==> src/rtl/aes3_pkg.sv <==
// Shared AES3 definitions: scanner FSM encoding and default timing constants
// used by both the input scanner and the receiver.
package aes3_pkg;

  typedef enum logic [1:0] {
    SWITCH    = 2'd0,
    WAIT_LOCK = 2'd1,
    LOCKED    = 2'd2
  } scan_state_t;

  localparam int DEF_RST_CYCLES   = 8;
  localparam int DEF_LOCK_TIMEOUT = 65536;
  localparam int DEF_LOSS_HOLD    = 1024;

endpackage

==> src/rtl/aes3_in_mux.sv <==
// Registered NUM_IN:1 selector feeding the receiver; the receiver
// synchronises its own input, so a single output flop is all that is needed.
module aes3_in_mux #(
  parameter int NUM_IN = 4,
  parameter int SEL_W  = 2
) (
  input  logic              clk,
  input  logic              reset,
  input  logic [NUM_IN-1:0] aes3_in,
  input  logic [SEL_W-1:0]  sel,
  output logic              aes3_out
);

  always_ff @(posedge clk) begin
    if (reset) aes3_out <= 1'b0;
    else       aes3_out <= aes3_in[sel];
  end

endmodule

==> src/rtl/aes3_input_scanner.sv <==
// AES3 input scanner: resets the receiver on each input switch, waits for lock,
// holds through short dropouts, else scans round-robin. AES3_SCAN_MANUAL_EN adds man_en/man_sel.
module aes3_input_scanner
  import aes3_pkg::*;
#(
  parameter int NUM_IN       = 4,
  parameter int SEL_W        = 2,
  parameter int RST_CYCLES   = DEF_RST_CYCLES,
  parameter int LOCK_TIMEOUT = DEF_LOCK_TIMEOUT,
  parameter int LOSS_HOLD    = DEF_LOSS_HOLD,
  parameter int CNT_W        = 17
) (
  input  logic              clk,
  input  logic              reset,
  input  logic [NUM_IN-1:0] aes3_in,
  input  logic              rx_active,
`ifdef AES3_SCAN_MANUAL_EN
  input  logic              man_en,
  input  logic [SEL_W-1:0]  man_sel,
`endif
  output logic              aes3_out,
  output logic              rx_reset,
  output logic [SEL_W-1:0]  sel,
  output logic              locked,
  output logic              switch_pulse,
  output logic              no_signal
);

  localparam logic [CNT_W-1:0] RST_LAST  = CNT_W'(RST_CYCLES - 1);
  localparam logic [CNT_W-1:0] TO_LAST   = CNT_W'(LOCK_TIMEOUT - 1);
  localparam logic [CNT_W-1:0] LOSS_LAST = CNT_W'(LOSS_HOLD - 1);
  localparam logic [SEL_W:0]   FAIL_MAX  = (SEL_W+1)'(NUM_IN);

  scan_state_t      state, state_d;
  logic [CNT_W-1:0] timer, timer_d;
  logic [SEL_W:0]   fail_cnt, fail_d, fail_inc;
  logic [SEL_W-1:0] sel_d, next_sel;
  logic             locked_d, no_signal_d, pulse_d;
  logic             manual_hold;
  logic             man_force;
  logic [SEL_W-1:0] man_idx;

`ifdef AES3_SCAN_MANUAL_EN
  logic             man_en_q;
  logic [SEL_W-1:0] man_sel_q;

  assign man_idx     = ({1'b0, man_sel} >= FAIL_MAX) ? '0 : man_sel;
  assign manual_hold = man_en;
  assign man_force   = man_en && (!man_en_q || (man_idx != man_sel_q));

  always_ff @(posedge clk) begin
    if (reset) begin
      man_en_q  <= 1'b0;
      man_sel_q <= '0;
    end else begin
      man_en_q  <= man_en;
      man_sel_q <= man_idx;
    end
  end
`else
  assign man_idx     = '0;
  assign manual_hold = 1'b0;
  assign man_force   = 1'b0;
`endif

  assign next_sel = (sel == SEL_W'(NUM_IN - 1)) ? '0 : sel + 1'b1;
  assign fail_inc = fail_cnt + 1'b1;
  assign rx_reset = (state == SWITCH);

  always_ff @(posedge clk) begin
    if (reset) begin
      state        <= SWITCH;
      sel          <= '0;
      timer        <= '0;
      fail_cnt     <= '0;
      locked       <= 1'b0;
      no_signal    <= 1'b0;
      switch_pulse <= 1'b1;
    end else begin
      state        <= state_d;
      sel          <= sel_d;
      timer        <= timer_d;
      fail_cnt     <= fail_d;
      locked       <= locked_d;
      no_signal    <= no_signal_d;
      switch_pulse <= pulse_d;
    end
  end

  always_comb begin
    state_d     = state;
    sel_d       = sel;
    timer_d     = timer;
    fail_d      = fail_cnt;
    locked_d    = locked;
    no_signal_d = no_signal;
    pulse_d     = 1'b0;
    case (state)
      SWITCH: begin
        if (timer == RST_LAST) begin
          timer_d = '0;
          state_d = WAIT_LOCK;
        end else begin
          timer_d = timer + 1'b1;
        end
      end
      WAIT_LOCK: begin
        // Lock wins over a timeout landing in the same cycle.
        if (rx_active) begin
          state_d     = LOCKED;
          timer_d     = '0;
          locked_d    = 1'b1;
          fail_d      = '0;
          no_signal_d = 1'b0;
        end else if (timer == TO_LAST) begin
          state_d = SWITCH;
          timer_d = '0;
          pulse_d = 1'b1;
          if (!manual_hold) begin
            sel_d = next_sel;
            if (fail_inc == FAIL_MAX) begin
              no_signal_d = 1'b1;
              fail_d      = '0;
            end else begin
              fail_d = fail_inc;
            end
          end
        end else begin
          timer_d = timer + 1'b1;
        end
      end
      LOCKED: begin
        // Timer counts only the current run of inactive cycles.
        if (rx_active) begin
          timer_d = '0;
        end else if (timer == LOSS_LAST) begin
          state_d  = SWITCH;
          timer_d  = '0;
          locked_d = 1'b0;
          pulse_d  = 1'b1;
          if (!manual_hold) sel_d = next_sel;
        end else begin
          timer_d = timer + 1'b1;
        end
      end
      default: begin
        state_d = SWITCH;
        timer_d = '0;
      end
    endcase
    if (man_force) begin
      state_d  = SWITCH;
      sel_d    = man_idx;
      timer_d  = '0;
      locked_d = 1'b0;
      pulse_d  = 1'b1;
    end
  end

  aes3_in_mux #(
    .NUM_IN (NUM_IN),
    .SEL_W  (SEL_W)
  ) u_mux (
    .clk      (clk),
    .reset    (reset),
    .aes3_in  (aes3_in),
    .sel      (sel),
    .aes3_out (aes3_out)
  );

endmodule

==> config.mk <==
export PLATFORM = sky130hd
export DESIGN_NAME = aes3_input_scanner
export DESIGN_NICKNAME = d
export VERILOG_FILES = /design/src/rtl/aes3_pkg.sv /design/src/rtl/aes3_in_mux.sv /design/src/rtl/aes3_input_scanner.sv
export SDC_FILE = /design/constraint.sdc
export NUM_CORES = 1
export LEC_CHECK = 0
export ABC_AREA = 1
export CAP_MARGIN = 10
export CORE_ASPECT_RATIO = 1.5
export CORE_UTILIZATION = 56
export DETAILED_ROUTE_END_ITERATION = 6
export PLACE_DENSITY_LB_ADDON = 0.05
export SYNTH_ARGS = -nofsm -noshare
export SYNTH_HDL_FRONTEND = slang
export SYNTH_SLANG_ARGS = --single-unit
==> constraint.sdc <==
create_clock -name clk -period 3.2 [get_ports clk]
set_clock_uncertainty 0.15 [all_clocks]
set_input_delay 0.48 -clock clk [delete_from_list [all_inputs] [get_ports clk]]
set_output_delay 0.48 -clock clk [all_outputs]
set_load 0.02 [all_outputs]
==> results.sh, run 1 <==
export IMPL_status="finished clean"
export IMPL_drc=0
export IMPL_powerDensity_mw_per_mm2=541
export IMPL_worstPathArrival_ps=2680
export IMPL_clockRootBuffer="clkbuf_8"
export IMPL_place_area_sq_mm=0.00173
export IMPL_final_common_cell="nor2_1"
export IMPL_cts_setup_buffers=0
export IMPL_clock_latency_ps=270
export IMPL_area_growth_pct=13.8
export IMPL_gr_usage_all_layers_pct=24.4
export IMPL_r2r_end="timer[12]"
export IMPL_htreeDepth=1
export IMPL_relSlewSlack_pct=71.0
export IMPL_fmax_mhz=373
export IMPL_final_cell_mix="nor2_1 (44), nand2_1 (42), inv_1 (29)"
export IMPL_finalCritPeriodShare_pct=83.8
export IMPL_met1_length_microns=1260
export IMPL_synth_cell_types=22
export IMPL_cts_sinks=28
export IMPL_cp_slowest_cell="o21ai_4"
export IMPL_grt_pass1_wl_microns=5440
export IMPL_avgSynthCellArea_sq_um=6.93
export IMPL_yosys_warnings=0
export IMPL_drt_iter0_markers=37
export IMPL_peakVddDrop_v=0.000361
export IMPL_clock_path_buffers=2
export IMPL_dr_pass1_iters=4
export IMPL_reg2regPathDepth=15
export IMPL_synth_seq_cells=28
export IMPL_start_kind="flip-flop"
export IMPL_min_path_cells=1
export IMPL_setup_tns_ps=0
export IMPL_syn_inst=226
export IMPL_worst_ep_required_time_ps=3200
export IMPL_grt_max_degree=17
export IMPL_nNetsFinal=259
export IMPL_rows=23
export IMPL_rsz0062_at_grt="no"
export IMPL_wire_per_inst_microns=11.6
export IMPL_layout_drive_gt1_share_pct=5.81
export IMPL_place_hpwl_microns=2580
export IMPL_topRoutingLayerUsed="met4"
export IMPL_finalCriticalPeriod_ps=2680
export IMPL_port_buffers=13
export IMPL_io_pin_count=14
export IMPL_wl_met2_microns=1710
export IMPL_worstReg2RegStart="timer[0]"
export IMPL_antenna_found_initial=0
export IMPL_first_global_vias=1374
export IMPL_worst_pin_slew_ps=432
export IMPL_postRouteWirelength_microns=3210
export IMPL_finalHoldViolations=0
export IMPL_dr_wl_met3_microns=86
export IMPL_die_x_microns=45.2
export IMPL_setup_worst_path_start="timer[0]"
export IMPL_worstPathMaxFanout=16
export IMPL_cap_violations=0
export IMPL_synth_nets=243
export IMPL_n_antenna_cell=0
export IMPL_crit_chain="ha_1 > nand2_2 > inv_2 > nand2_2 > nor2_4 > inv_1 > nor2_1 > nand4_1 > inv_1 > ha_1 > inv_1 > nand2_1 > nand2_1 > o21ai_4 > nor2_1"
export IMPL_initial_core_util_pct=58.5
export IMPL_drtAntennaViolNets=0
export IMPL_hold_path_end="timer[0]"
export IMPL_cts_hold_buf=0
export IMPL_cp_common_cell="inv_1"
export IMPL_syn_cell_area_sq_mm=0.00157
export IMPL_dieHeight_microns=66.8
export IMPL_end_kind="flip-flop"
export IMPL_slew_violations=0
export IMPL_clk_pin_slew_ps=90
export IMPL_gp_congestion=0.939
export IMPL_overflow=0
export IMPL_vias_per_cell=5.18
export IMPL_hold_start="timer[0]"
export IMPL_hp_class="flip-flop to flip-flop"
export IMPL_cts_tree="done"
export IMPL_path_class="flip-flop to flip-flop"
export IMPL_vias=1439
export IMPL_numCtsBuffers=3
export IMPL_finalSetupViolCount=0
export IMPL_r2r_slack_ps=520
export IMPL_ys_seq_area_share_pct=35.8
export IMPL_fin_area_sq_mm=0.00178
export IMPL_die_area_sq_mm=0.00302
export IMPL_cts_resized=0
export IMPL_slowest_delay_ps=400
export IMPL_power_leakage_nw=0.757
export IMPL_coreArea_sq_mm=0.00268
[Yosys cell counts]
cell       n  share of area [%]
nor2_1    44                 11
nand2_1   42                 10
inv_1     29                6.9
dfxtp_1   28                 36
nand3_1   13                4.2
o21ai_0   12                3.8
a21oi_1   11                3.5
ha_1      10                8.0
xor2_1     8                4.5
nand4_1    7                2.8
nand2_2    4                1.6
nor3_1     4                1.3
xnor2_1    3                1.7
inv_2      2               0.48
nor2_2     2               0.80
buf_6      1               0.72
clkbuf_1   1               0.24
nand2b_1   1               0.40
nand3b_1   1               0.48
nor2_4     1               0.72
o21a_1     1               0.48
o21ai_4    1                1.0
[logic make-up (layout without fill, tap and decap cells)]
| group | after synthesis | in the layout | synth area share (%) |
|---|---|---|---|
| DFF | 28 | 28 | 35.8 |
| xor gates and xnor gates | 11 | 11 | 6.15 |
| AOI/OAI and AO/OA | 25 | 25 | 8.87 |
| buffers and inverters | 33 | 48 | 8.39 |
| and+or+nand+nor | 119 | 119 | 32.8 |
| adders and majority gates | 10 | 10 | 7.99 |
[worst max-delay path by stage]
stage                end  cells after the start
2_1_floorplan  timer[13]                     16
3_3_place_gp   no_signal                     16
3_5_place_dp   timer[12]                     15
4_1_cts        timer[12]                     15
5_1_grt        timer[13]                     15
6_report       timer[12]                     15
[worst max-delay path: cells and delay by family (launching register included)]
kind	cells	cell delay, ps
flops	1	360
buf+inv	4	300
simple gates	8	930
fa+ha+maj	2	410
compound gates	1	400
[routing by layer]
metal | vias up | global-route usage, %
met3 | 16 | 3.25
met2 | 34 | 44.6
li1 | 742 | -
met1 | 647 | 24.2
met4 | 0 | 16.3
met5 | - | 0
[area by class of cell]
class	count	area, sq um
Fill cell	242	893
Multi-Input combinational cell	165	875
Sequential cell	28	561
Timing Repair Buffer	13	130
Inverter	31	116
Clock buffer	4	55.1
Tap cell	37	46.3
[where the power goes]
group          internal [mW]  switching (mW)  leakage, nW
sequential             0.385          0.0312        0.227
combinational          0.125           0.210        0.502
clock                  0.110           0.104       0.0288
total                  0.620           0.345        0.757
[sequential cells by signal, summed over array words and instances, names as in the netlist]
signal          flops
u_mux.aes3_out      1
fail_cnt            3
timer              17
no_signal           1
locked              1
state               2
sel                 2
switch_pulse        1
[stage by stage]
stage | std cells | hold WS (ps) | setup WS, ps | utilization [%] | power (mW)
finish | 278 | 307 | 520 | 66.6 | 0.965
detailed placement | 274 | 303 | 547 | 64.6 | 0.756
global placement | 274 | 276 | 676 | 64.6 | 0.745
global route | 278 | 328 | 260 | 66.6 | 1.03
floorplan | 226 | 267 | 875 | - | 0.670
CTS | 278 | 316 | 533 | 66.6 | 0.971
Power figures use the tool's default switching activity.
==> inputs of run 2 (changes only) <==
==> constraint.sdc (replaced) <==
create_clock -name clk -period 2.65 [get_ports clk]
set_clock_uncertainty 0.15 [all_clocks]
set_input_delay 0.3975 -clock clk [delete_from_list [all_inputs] [get_ports clk]]
set_output_delay 0.3975 -clock clk [all_outputs]
set_load 0.02 [all_outputs]
==> results.sh, run 2 (synthesis gave the netlist of run 1 again) <==
export IMPL_worstPathArrival_ps=2460
export IMPL_n_antenna_cell=0
export IMPL_setup_tns_ps=0
export IMPL_worst_pin_slew_ps=360
export IMPL_start_kind="flip-flop"
export IMPL_coreArea_sq_mm=0.00268
export IMPL_power_leakage_nw=0.774
export IMPL_antenna_found_initial=0
export IMPL_status="finished clean"
export IMPL_cap_violations=0
export IMPL_finalCritPeriodShare_pct=92.2
export IMPL_top_regs="timer x17, fail_cnt x3"
export IMPL_area_growth_pct=16.1
export IMPL_nNetsFinal=263
export IMPL_regMostFlops="timer"
export IMPL_finalCriticalPeriod_ps=2440
export IMPL_end_kind="flip-flop"
export IMPL_finalSetupViolCount=0
export IMPL_powerDensity_mw_per_mm2=646
export IMPL_dieHeight_microns=66.8
export IMPL_p_sw_mw=0.427
export IMPL_overflow=0
export IMPL_cp_slowest_cell="dfxtp_2"
export IMPL_cts_tree="done"
export IMPL_clockRootBuffer="clkbuf_8"
export IMPL_cts_hold_buf=0
export IMPL_combPwrFrac_pct=37.5
export IMPL_postRouteWirelength_microns=3320
export IMPL_cts_sinks=28
export IMPL_rows=23
export IMPL_rsz0062_at_grt="no"
export IMPL_crit_chain="ha_2 > nand2_2 > inv_2 > nand2_2 > nor2_4 > inv_1 > nor2_1 > nand4_1 > inv_1 > ha_1 > inv_1 > nand2_1 > nand2_1 > o21ai_4 > buf_12 > nor2_1"
export IMPL_first_global_vias=1400
export IMPL_hp_class="flip-flop to flip-flop"
export IMPL_clkPwrFrac_pct=19.5
export IMPL_sw_frac_of_total_pct=36.3
export IMPL_die_x_microns=45.2
export IMPL_vias=1472
export IMPL_internal_power_mw=0.749
export IMPL_power_mw=1.18
export IMPL_htreeDepth=1
export IMPL_seqPwrFrac_pct=43.0
export IMPL_path_class="flip-flop to flip-flop"
export IMPL_relSlewSlack_pct=75.8
export IMPL_numCtsBuffers=3
export IMPL_io_pin_count=14
export IMPL_clock_path_buffers=2
export IMPL_grt_pass1_wl_microns=5650
export IMPL_gr_usage_all_layers_pct=25.2
export IMPL_port_buffers=13
export IMPL_slew_violations=0
export IMPL_vias_per_cell=5.24
export IMPL_layout_drive_gt1_share_pct=8.20
export IMPL_dr_pass1_iters=4
export IMPL_initial_core_util_pct=58.5
export IMPL_grt_max_degree=17
export IMPL_clock_latency_ps=270
export IMPL_worst_ep_required_time_ps=2670
export IMPL_slowest_delay_ps=350
export IMPL_drt_iter0_markers=26
export IMPL_final_cell_mix="nor2_1 (44), nand2_1 (42), inv_1 (29)"
export IMPL_largest_reg_flops=17
export IMPL_clk_pin_slew_ps=90
export IMPL_cp_common_cell="inv_1"
export IMPL_drtAntennaViolNets=0
export IMPL_final_common_cell="nor2_1"
export IMPL_fmax_mhz=409
export IMPL_wire_per_inst_microns=11.8
export IMPL_drc=0
export IMPL_place_hpwl_microns=2580
export IMPL_die_area_sq_mm=0.00302
export IMPL_worstPathMaxFanout=16
export IMPL_peakVddDrop_v=0.000535
export IMPL_finalHoldViolations=0
export IMPL_gp_congestion=0.927
## run 2: cell types whose count changed in the layout (fill, tap and decap cells not counted), sizes merged
| cell | previous run | this run |
|---|---|---|
| buf | 0 | 4 |
| clkbuf | 4 | 3 |
## run 2: worst paths after layout
check / start / to / slack [ps] / depth (start not counted)
max: timer[0] / timer[2] / 210 / 16
min: timer[0] / timer[0] / 280 / 1
max reg2reg: timer[0] / timer[2] / 210 / 16
min reg2reg: timer[0] / timer[0] / 280 / 1
## run 2: repair_timing
action,CTS,global route
resized for setup,0,3
setup buffers,0,3
setup endpoints to repair,0,20
## run 2: through the flow
stage / std cells / hold WS (ps) / worst slack [ps] / area [sq um] / utilization (%)
floorplan: 226 / 267 / 325 / 1570 / -
global placement: 275 / 278 / 204 / 1750 / 65.3
detailed placement: 275 / 307 / 104 / 1750 / 65.3
CTS: 278 / 323 / 55.2 / 1790 / 66.9
global route: 281 / 292 / 12.4 / 1820 / 68.0
finish: 281 / 280 / 208 / 1820 / 68.0
## run 2: routing by layer
metal  track usage, %  share of wire (%)
met1             25.3                 37
met2             46.9                 56
met3             2.98                3.1
met4             14.8                3.8
met5                0                  0
## run 2: cell type report
class | count | area (sq um)
clock buffer | 3 | 41.3
sequential | 28 | 562
multi-input combinational | 165 | 881
fill | 234 | 857
tap | 37 | 46.3
timing repair buffer | 17 | 173
inverter | 31 | 116
## run 2: worst max-delay path: cells and delay by family, from the launching register on
family                     cells  cell delay (ps)
adders and majority gates      2              390
AOI/OAI and AO/OA              1              190
buffers and inverters          5              440
DFF                            1              350
and+or+nand+nor                8              800
## run 2: power by group through the flow
stage | Combinational [mW] | Sequential, mW | Clock, mW
2_1_floorplan | 0.289 | 0.520 | 0
3_3_place_gp | 0.422 | 0.508 | 0
3_5_place_dp | 0.438 | 0.514 | 0
4_1_cts | 0.441 | 0.504 | 0.232
5_1_grt | 0.491 | 0.513 | 0.248
6_report | 0.441 | 0.505 | 0.229
==> inputs of run 3 (changes only) <==
==> constraint.sdc (replaced) <==
create_clock -name clk -period 2.3 [get_ports clk]
set_clock_uncertainty 0.15 [all_clocks]
set_input_delay 0.345 -clock clk [delete_from_list [all_inputs] [get_ports clk]]
set_output_delay 0.345 -clock clk [all_outputs]
set_load 0.02 [all_outputs]
==> results.sh, run 3 (synthesis gave the netlist of run 1 again) <==
export IMPL_clock_latency_ps=280
export IMPL_instances_no_fill=286
export IMPL_reg2regPathDepth=16
export IMPL_clockRootBuffer="clkbuf_8"
export IMPL_slowest_delay_ps=360
export IMPL_wire_per_inst_microns=12.7
export IMPL_fmax_mhz=457
export IMPL_drc=0
export IMPL_hp_class="flip-flop to flip-flop"
export IMPL_path_class="flip-flop to flip-flop"
export IMPL_place_hpwl_microns=2870
export IMPL_fin_util_pct=71.7
export IMPL_end_kind="flip-flop"
export IMPL_die_area_sq_mm=0.00302
export IMPL_layout_drive_gt1_share_pct=14.1
export IMPL_coreArea_sq_mm=0.00268
export IMPL_postRouteWirelength_microns=3640
export IMPL_numCtsBuffers=3
export IMPL_crit_chain="ha_4 > nand2_2 > inv_2 > nand2_2 > nor2_4 > inv_1 > nor2_2 > nand4_1 > inv_1 > ha_4 > inv_2 > a21oi_2 > inv_2 > a21oi_2 > nand2b_1 > a21oi_1"
export IMPL_drtAntennaViolNets=0
export IMPL_n_antenna_cell=0
export IMPL_nNetsFinal=267
export IMPL_port_buffers=13
export IMPL_worstPathArrival_ps=2200
export IMPL_worst_ep_required_time_ps=2310
export IMPL_rows=23
export IMPL_overflow=0
export IMPL_powerDensity_mw_per_mm2=798
export IMPL_antenna_found_initial=0
export IMPL_worstPathMaxFanout=3
export IMPL_cp_common_cell="inv_2"
export IMPL_first_global_vias=1367
export IMPL_start_kind="flip-flop"
export IMPL_hold_slack_ps=334
export IMPL_dr_pass1_iters=4
export IMPL_largest_reg_flops=17
export IMPL_cts_sinks=28
export IMPL_die_x_microns=45.2
export IMPL_htreeDepth=1
export IMPL_grt_max_degree=17
export IMPL_regMostFlops="timer"
export IMPL_io_pin_count=14
export IMPL_final_common_cell="nor2_1"
export IMPL_finalCriticalPeriod_ps=2190
export IMPL_grt_pass1_wl_microns=5600
export IMPL_cts_tree="done"
export IMPL_vias=1478
export IMPL_gr_usage_all_layers_pct=25.4
export IMPL_drt_iter0_markers=28
export IMPL_dp_cells=281
export IMPL_peakVddDrop_v=0.000733
export IMPL_top_regs="timer x17, fail_cnt x3"
export IMPL_clk_pin_slew_ps=100
export IMPL_min_path_cells=2
export IMPL_slew_violations=0
export IMPL_power_leakage_nw=0.812
export IMPL_cap_violations=0
export IMPL_relSlewSlack_pct=78.5
export IMPL_cp_slowest_cell="dfxtp_2"
export IMPL_status="finished clean"
export IMPL_finalSetupViolCount=0
export IMPL_finalCritPeriodShare_pct=95.2
export IMPL_final_cell_mix="nor2_1 (43), nand2_1 (40), inv_1 (27)"
export IMPL_finalHoldViolations=0
export IMPL_dieHeight_microns=66.8
export IMPL_worst_pin_slew_ps=321
export IMPL_vias_per_cell=5.17
export IMPL_area_growth_pct=22.5
export IMPL_gp_congestion=0.855
export IMPL_clock_path_buffers=2
export IMPL_initial_core_util_pct=58.5
==> run 3: worst max-delay path, delay by kind of cell (launching register included) <==
kind | cells | cell delay (ps)
AND/OR/NAND/NOR | 6 | 560
adder cells (fa/ha/maj) | 2 | 290
buffers and inverters | 5 | 340
AO/OA/AOI/OAI | 3 | 370
flip-flops | 1 | 360
==> run 3: final timing paths <==
kind | startpoint | to | slack (ps)
max | timer[0] | no_signal | 110
min | locked | locked | 330
max reg2reg | timer[0] | no_signal | 110
min reg2reg | locked | locked | 330
==> run 3: repair_timing <==
item	CTS	global route
setup endpoints to repair	18	24
hold buffers	0	0
pin swaps	0	5
gates cloned	0	0
buffers inserted	0	1
resized for setup	6	11
==> run 3: report_power, final <==
| part | total, mW | switching, mW | internal [mW] |
|---|---|---|---|
| Clock | 0.389 | 0.156 | 0.233 |
| Sequential | 0.589 | 0.0501 | 0.539 |
| Combinational | 0.553 | 0.317 | 0.237 |
==> run 3: routing by layer <==
| metal | GRT usage [%] | vias up | share of wire [%] |
|---|---|---|---|
| li1 | - | 759 | - |
| met5 | 0 | - | 0 |
| met1 | 24.6 | 686 | 36 |
| met4 | 9.85 | 0 | 2.1 |
| met2 | 50.7 | 25 | 59 |
| met3 | 2.98 | 8 | 2.3 |
==> run 3: stage by stage <==
step	power (mW)	setup TNS, ps	setup slack (ps)	cell area (sq um)
3_5_place_dp	1.11	-52.7	-33.0	1790
3_3_place_gp	1.09	0	67.5	1790
6_report	1.53	0	110	1920
4_1_cts	1.51	0	0.212	1880
2_1_floorplan	0.930	0	3.28	1570
5_1_grt	1.63	-9.66	-9.66	1920
==> run 3: area by class of cell <==
cell class	count	area (sq um)
multi-input combinational	165	918
fill	238	757
tap	37	46.3
clock buffer	3	41.3
timing repair buffer	21	203
sequential	28	564
clock inverter	1	30.0
inverter	31	116
